**config.mk**
```make
export PLATFORM = sky130hd
export DESIGN_NAME = i2c_rx_byte_ctrl
export DESIGN_NICKNAME = d
export VERILOG_FILES = /design/src/rtl/i2c_rx_byte_ctrl.sv
export SDC_FILE = /design/constraint.sdc
export NUM_CORES = 1
export LEC_CHECK = 0
export BUFFER_PORTS_ARGS = -buffer_cell sky130_fd_sc_hd__buf_2
export CORE_UTILIZATION = 30
export CTS_CLUSTER_DIAMETER = 40
export CTS_CLUSTER_SIZE = 28
export DETAILED_ROUTE_END_ITERATION = 6
export MAX_ROUTING_LAYER = met4
export SLEW_MARGIN = 20
export SYNTH_ARGS = -nofsm -noshare
export SYNTH_HDL_FRONTEND = slang
export SYNTH_SLANG_ARGS = --single-unit
```
**constraint.sdc**
```tcl
create_clock -name clk -period 1.7 [get_ports clk]
set_input_delay 0 -clock clk [delete_from_list [all_inputs] [get_ports clk]]
set_output_delay 0 -clock clk [all_outputs]
set_load 0.05 [all_outputs]
```
**src/rtl/i2c_rx_byte_ctrl.sv**
```systemverilog
// I2C slave receive path: START/STOP detection, byte assembly, ACK slot control.
// Optional address filtering is enabled by defining I2C_RX_ADDR_MATCH_EN.
module i2c_rx_byte_ctrl #(
    parameter logic [6:0] SLAVE_ADDR = 7'b1110001
) (
    input  logic       clk,
    input  logic       rst,
    input  logic       scl,
    input  logic       sda_in,
    input  logic       rising_edge_found,
    input  logic       falling_edge_found,
    output logic [7:0] rx_data,
    output logic       byte_valid,
    output logic       start_found,
    output logic       stop_found,
    output logic       ack_slot,
    output logic       sda_out_en,
    output logic       addr_match,
    output logic       rw_mode,
    output logic [1:0] dbg_state,
    output logic [3:0] dbg_bit_cnt
);

`ifdef I2C_RX_ADDR_MATCH_EN
    localparam logic ADDR_FILTER = 1'b1;
`else
    localparam logic ADDR_FILTER = 1'b0;
`endif

    typedef enum logic [1:0] {
        ST_IDLE    = 2'd0,
        ST_RECEIVE = 2'd1,
        ST_ACK     = 2'd2,
        ST_WAIT    = 2'd3
    } state_t;

    state_t     r_state;
    logic [3:0] r_bit_cnt;
    logic [7:0] r_shift_reg;
    logic [7:0] r_rx_data;
    logic       r_sda_prev;
    logic       r_byte_valid;
    logic       r_start_found;
    logic       r_stop_found;
    logic       r_ack_slot;
    logic       r_sda_out_en;
    logic       r_addr_match;
    logic       r_rw_mode;
    logic       r_first_byte;

    logic       w_start;
    logic       w_stop;
    logic [7:0] w_shift_next;
    logic       w_addr_hit;

    // All pulse outputs (start_found, stop_found, byte_valid) are single-cycle,
    // registered, and carry no handshake: the consumer must sample them every cycle.
    assign w_start      = scl &  r_sda_prev & ~sda_in;
    assign w_stop       = scl & ~r_sda_prev &  sda_in;
    assign w_shift_next = {r_shift_reg[6:0], sda_in};
    assign w_addr_hit   = (w_shift_next[7:1] == SLAVE_ADDR);

    always_ff @(posedge clk) begin
        if (rst) begin
            r_state       <= ST_IDLE;
            r_bit_cnt     <= 4'd0;
            r_shift_reg   <= 8'd0;
            r_rx_data     <= 8'd0;
            r_sda_prev    <= 1'b1;
            r_byte_valid  <= 1'b0;
            r_start_found <= 1'b0;
            r_stop_found  <= 1'b0;
            r_ack_slot    <= 1'b0;
            r_sda_out_en  <= 1'b0;
            r_addr_match  <= 1'b0;
            r_rw_mode     <= 1'b0;
            r_first_byte  <= 1'b0;
        end else begin
            r_sda_prev    <= sda_in;
            r_start_found <= w_start;
            r_stop_found  <= w_stop;
            r_byte_valid  <= 1'b0;

            // Bus conditions win over any SCL edge in the same cycle; that edge is dropped.
            if (w_start) begin
                r_state      <= ST_RECEIVE;
                r_bit_cnt    <= 4'd0;
                r_shift_reg  <= 8'd0;
                r_ack_slot   <= 1'b0;
                r_sda_out_en <= 1'b0;
                r_addr_match <= ~ADDR_FILTER;
                r_first_byte <= 1'b1;
            end else if (w_stop) begin
                r_state      <= ST_IDLE;
                r_bit_cnt    <= 4'd0;
                r_ack_slot   <= 1'b0;
                r_sda_out_en <= 1'b0;
            end else begin
                case (r_state)
                    ST_RECEIVE: begin
                        if (rising_edge_found && (r_bit_cnt < 4'd8)) begin
                            r_shift_reg <= w_shift_next;
                            r_bit_cnt   <= r_bit_cnt + 4'd1;
                            if (r_bit_cnt == 4'd7) begin
                                r_rx_data    <= w_shift_next;
                                r_byte_valid <= 1'b1;
                                r_first_byte <= 1'b0;
                                if (r_first_byte) begin
                                    r_addr_match <= ~ADDR_FILTER | w_addr_hit;
                                    r_rw_mode    <= ADDR_FILTER & w_shift_next[0];
                                end
                            end
                        end else if (falling_edge_found && (r_bit_cnt == 4'd8)) begin
                            r_state      <= ST_ACK;
                            r_ack_slot   <= 1'b1;
                            r_sda_out_en <= r_addr_match;
                        end
                    end
                    ST_ACK: begin
                        if (falling_edge_found) begin
                            r_ack_slot   <= 1'b0;
                            r_sda_out_en <= 1'b0;
                            r_bit_cnt    <= 4'd0;
                            r_state      <= r_addr_match ? ST_RECEIVE : ST_WAIT;
                        end
                    end
                    default: begin
                        // IDLE and WAIT ignore SCL edges until the next bus condition.
                    end
                endcase
            end
        end
    end

    assign rx_data     = r_rx_data;
    assign byte_valid  = r_byte_valid;
    assign start_found = r_start_found;
    assign stop_found  = r_stop_found;
    assign ack_slot    = r_ack_slot;
    assign sda_out_en  = r_sda_out_en;
    assign addr_match  = r_addr_match;
    assign rw_mode     = r_rw_mode;
    assign dbg_state   = r_state;
    assign dbg_bit_cnt = r_bit_cnt;

endmodule
```
## Yosys cells after proc, flatten, opt, wreduce, memory -nomap -nowiden

Cells that the tools add are included.

- Register bits: 29
- Input port bits: 6
- Output and inout port bits: 21
- Logic and storage cells: 84

- $add $sub $neg: 1
- Order comparisons: 1
- Equality and inequality tests: 12
- Muxes and demuxes: 29
- Bitwise logic cells: 10
- Reductions and logical operators: 18

Operators with widths:

| kind | number |
|---|---|
| 2-to-1 mux 1 bit | 19 |
| inequality test 4 bit (second input constant) | 3 |
| AND reduction 4 bit | 3 |
| inequality test 2 bit (second input constant) | 5 |
| AND reduction 5 bit | 2 |
| nonzero test 2 bit | 5 |
| 2-to-1 mux 2 bit | 4 |
| 2-to-1 mux 4 bit | 2 |
| case mux 4 bit (2 select lines) | 1 |
| inverter 1 bit | 6 |
| AND reduction 3 bit | 2 |
| OR reduction 5 bit | 1 |
| adder 4 x 1 -> 4 bit (second input constant) | 1 |
| bitwise AND 1 bit | 4 |
| == test 4 x 3 -> 1 bit (second input constant) | 1 |
| == test 4 bit (second input constant) | 1 |
| < comparator 4 bit (second input constant) | 1 |
| case mux 1 bit (2 select lines) | 2 |
| case mux 2 bit (2 select lines) | 1 |
| nonzero test 4 bit | 1 |
| OR reduction 3 bit | 1 |
| == test 2 x 1 -> 1 bit (second input constant) | 1 |
| == test 2 bit (second input constant) | 1 |
| logical AND 1 bit | 2 |
| OR reduction 2 bit | 1 |

## Logic depth before layout (Yosys ltp)

- Word-level depth: 7
- Mapped depth: 7
- Mapped depth without buffers: 6

## Worst setup path before layout

Ideal clock, no wire load.

- Kind: register to register
- From: reg r_bit_cnt[0] (netlist: dbg_bit_cnt[0])
- To: reg r_rx_data[1] (netlist: rx_data[1])
- Library setup time: 0.128 ns
- Arrival: 1.852 ns
- Data required time: 1.572 ns
- Setup slack: -0.280 ns
- Cell stages (with the launch flop): 6
- Path buffers: 0
- Period minus slack after synthesis: 1.980 ns
- Cell sequence: dfxtp_1 > ha_1 > nand2_1 > a211oi_4 > mux2i_1 > nor2_1

- Word-level cells in the longest chain between the ends: 3
- Elaborated cells on any way between the ends: 4
- Classes of those cells: order compare (1); eq/ne (1); reduce/logical (2)

RTL lines:

| element | line | RTL |
|---|---|---|
| start: declaration | 38 | `logic [3:0] r_bit_cnt;` |
| start signal: assignment | 103 | `r_bit_cnt <= r_bit_cnt + 4'd1;` |
| < comparator 4 bit | 101 | `if (rising_edge_found && (r_bit_cnt < 4'd8)) begin` |
| logical AND 1 bit | 101 |  |
| AND reduction 5 bit (no source line) * | -- |  |
| end signal: assignment | 105 | `r_rx_data <= w_shift_next;` |
| end: declaration | 40 | `logic [7:0] r_rx_data;` |

Mark *: on every way between the ends. The rest lies on a longest branch, timed or not.
A chain may end at the register's enable or synchronous reset.

## Worst setup path after layout

- From: reg r_state[1] (netlist: dbg_state[1])
- To: reg r_bit_cnt[3] (netlist: dbg_bit_cnt[3])

- Word-level cells in the longest chain between the ends: 3
- Elaborated cells on any way between the ends: 7
- Classes of those cells: eq/ne (4); mux (1); reduce/logical (2)

RTL lines:

| element | line | RTL |
|---|---|---|
| start: declaration | 37 | `state_t r_state;` |
| start signal: assignment | 124 | `r_state <= r_addr_match ? ST_RECEIVE : ST_WAIT;` |
| == test 2 x 1 -> 1 bit or == test 2 bit (tied branches) | 99 | `case (r_state)` |
| inequality test 2 bit (no source line) or nonzero test 2 bit (tied branches) | -- |  |
| AND reduction 3 bit (no source line) | -- |  |

Several ways; a longest one is shown, not always the timed one.

==> results.json <==
{
  "synth-edff-count": 0,
  "synth-compound-area-share_pct": 16.5,
  "root_buffer": "clkbuf_8",
  "hp-class": "primary input to flip-flop",
  "drive_gt1_share_pct": 28.9,
  "async_reset_ff_share_pct": 0,
  "run_status": "finished clean",
  "max_freq_mhz": 651,
  "crit_path_end_kind": "flip-flop",
  "hold_buffers": 0,
  "fin_crit_ps": 1540,
  "power.switching_mw": 0.703,
  "largest_reg_flops": 8,
  "insertion_delay_ps": 280,
  "grtUsageMet3_pct": 6.51,
  "drc_errors": 0,
  "port_buffers": 25,
  "finalSetupTns_ps": 0,
  "p_int_mw": 1.31,
  "final_common_cell": "buf_2",
  "maxCapViolCount": 0,
  "required_ps": 1890,
  "fp.coreArea_sq_um": 4030,
  "syn_nets": 151,
  "dr.pass1.iters": 4,
  "ant_nets": 0,
  "cp_max_fo": 8,
  "cts.sinks": 29,
  "vias_per_cell": 4.83,
  "start_util_pct": 31.3,
  "synth-adder-area-share_pct": 3.96,
  "switching_share_pct": 35.0,
  "rows": 23,
  "syn_inst": 141,
  "cts_buffers": 5,
  "htree_levels": 2,
  "total_power_mw": 2.01,
  "antenna_cells": 0,
  "first_global_vias": 941,
  "hold_viol": 0,
  "comb_power_share_pct": 30.5,
  "place_ws_ps": 153,
  "grt_first_pass_wirelength_um": 4420,
  "clk_pin_slew_ps": 60,
  "wl_per_cell_um": 12.0,
  "peakVddDrop_mv": 0.482,
  "overflow": 0,
  "die_w_um": 66.9,
  "muxShareOfSynthArea_pct": 6.34,
  "cts_resized": 0,
  "power.density_nw_per_um2": 1260,
  "ys_warn_count": 0,
  "die_h_um": 66.9,
  "design.die.area_sq_um": 4470,
  "synth_top_family_by_area": "simple AND/OR/NAND/NOR gates",
  "track_usage_pct": 14.2,
  "setup_slack_ps": 163,
  "drt_iter0_markers": 59,
  "path_class": "flip-flop to flip-flop",
  "setup-violations-final": 0,
  "grt_setup_unrepaired": "no",
  "syn_avg_cell_area_sq_um": 8.95,
  "use_met1_pct": 16.9,
  "synth_xor_area_share_pct": 1.29,
  "clk_path_buf_depth": 2,
  "fill_cells": 446,
  "wirelength_um": 2670,
  "grt_max_degree": 17,
  "antenna_found_initial": 0,
  "cts_tree": "yes",
  "slew_viol_final": 0,
  "layout_common_cells": "buf_2 (25), dfxtp_1 (24), nor2_1 (23)",
  "use_met2_pct": 20.1,
  "synthSimpleGateAreaFrac_pct": 21.4,
  "syn-cell-area_sq_um": 1260,
  "placed_area_sq_um": 1500,
  "ys_ff_latch": 29,
  "clockPowerShare_pct": 31.0,
  "crit_arrival_ps": 1730,
  "final_design_area_no_fill_sq_um": 1600,
  "top_usage_layer": "met2",
  "synth-seq-area-share_pct": 46.0,
  "seqPwrFrac_pct": 38.5,
  "fin_worst_skew_ps": 5.59,
  "hpwl_um": 1910,
  "vias": 1076,
  "post_cts_buffers": 0,
  "gp_congestion": 0.795,
  "start_kind": "flip-flop",
  "final_net_count": 183,
  "finalCritPeriodShare_pct": 90.4,
  "fin_hold_ws_ps": 65.5,
  "ios": 27,
  "synthDistinctLibCells": 34,
  "syn_to_final_growth_pct": 26.6,
  "leakage_nw": 0.651,
  "synth_ff_type": "dfxtp_1"
}
layer usage:
layer / share of wire (%) / up-vias / wire length, um
li1: - / 551 / -
met1: 49 / 497 / 1300
met2: 44 / 23 / 1160
met3: 5.7 / 5 / 151
met4: 1.8 / 0 / 49
met5: 0 / - / 0
final cells by class:
type                    count  area [sq um]  area share [%]
clock buffers               6          93.8            5.87
clock inverters             1          5.00           0.313
inverters                   4          15.0           0.940
multi-input cells         101           637            39.9
flip-flops and latches     29           594            37.2
well taps                  50          62.6            3.92
repair buffers             32           190            11.9
worst max-delay path, cell delays in order, from the launching register on:
cell	delay (ps)
dfxtp_2	330
inv_1	50
ha_1	240
nand3b_4	110
buf_4	180
a21oi_1	170
a41oi_1	130
a211oi_1	230
stage by stage:
step	instances	utilization [%]
2_1_floorplan	141	-
4_1_cts	223	39.7
3_3_place_gp	216	37.2
5_1_grt	223	39.7
6_report	223	39.7
3_5_place_dp	216	37.2
path summary, 6_finish.rpt:
check                                    start              to  slack (ps)  cells after the start
worst max-delay path              dbg_state[1]  dbg_bit_cnt[3]         160                      7
worst min-delay path                       rst      rx_data[2]          70                      2
worst max register to register    dbg_state[1]  dbg_bit_cnt[3]         160                      7
worst min register to register  r_shift_reg[6]  r_shift_reg[6]         460                      2
cell families after synthesis:
group,Yosys count
multiplexers,8
buffers and inverters,11
XOR/XNOR,1
flip-flops,29
AO/OA/AOI/OAI,31
AND/OR/NAND/NOR,56
other,1
adder cells (fa/ha/maj),4
cells in the mapped netlist, types with 2 or more instances:
cell type | instances | share of area, %
a211oi_1 | 4 | 2.4
a21o_1 | 2 | 1.2
a21oi_1 | 15 | 5.9
a311oi_1 | 2 | 1.4
clkbuf_1 | 4 | 1.2
dfxtp_1 | 29 | 46
ha_1 | 4 | 4.0
inv_1 | 4 | 1.2
mux2i_1 | 8 | 6.3
nand2_1 | 9 | 2.7
nand2b_1 | 2 | 0.99
nand3_1 | 8 | 3.2
nand3b_1 | 2 | 1.2
nor2_1 | 23 | 6.8
nor2b_1 | 2 | 0.99
nor3_1 | 2 | 0.79
o21ai_0 | 3 | 1.2
or2_2 | 2 | 0.99
power groups by stage:
stage | registers (mW) | logic, mW | clock network, mW
4_1_cts | 0.776 | 0.615 | 0.647
2_1_floorplan | 0.924 | 0.317 | 0
3_3_place_gp | 0.789 | 0.613 | 0
5_1_grt | 0.784 | 0.662 | 0.691
6_report | 0.774 | 0.613 | 0.623
3_5_place_dp | 0.791 | 0.612 | 0
Note: power is estimated with default switching activity, not from simulation.
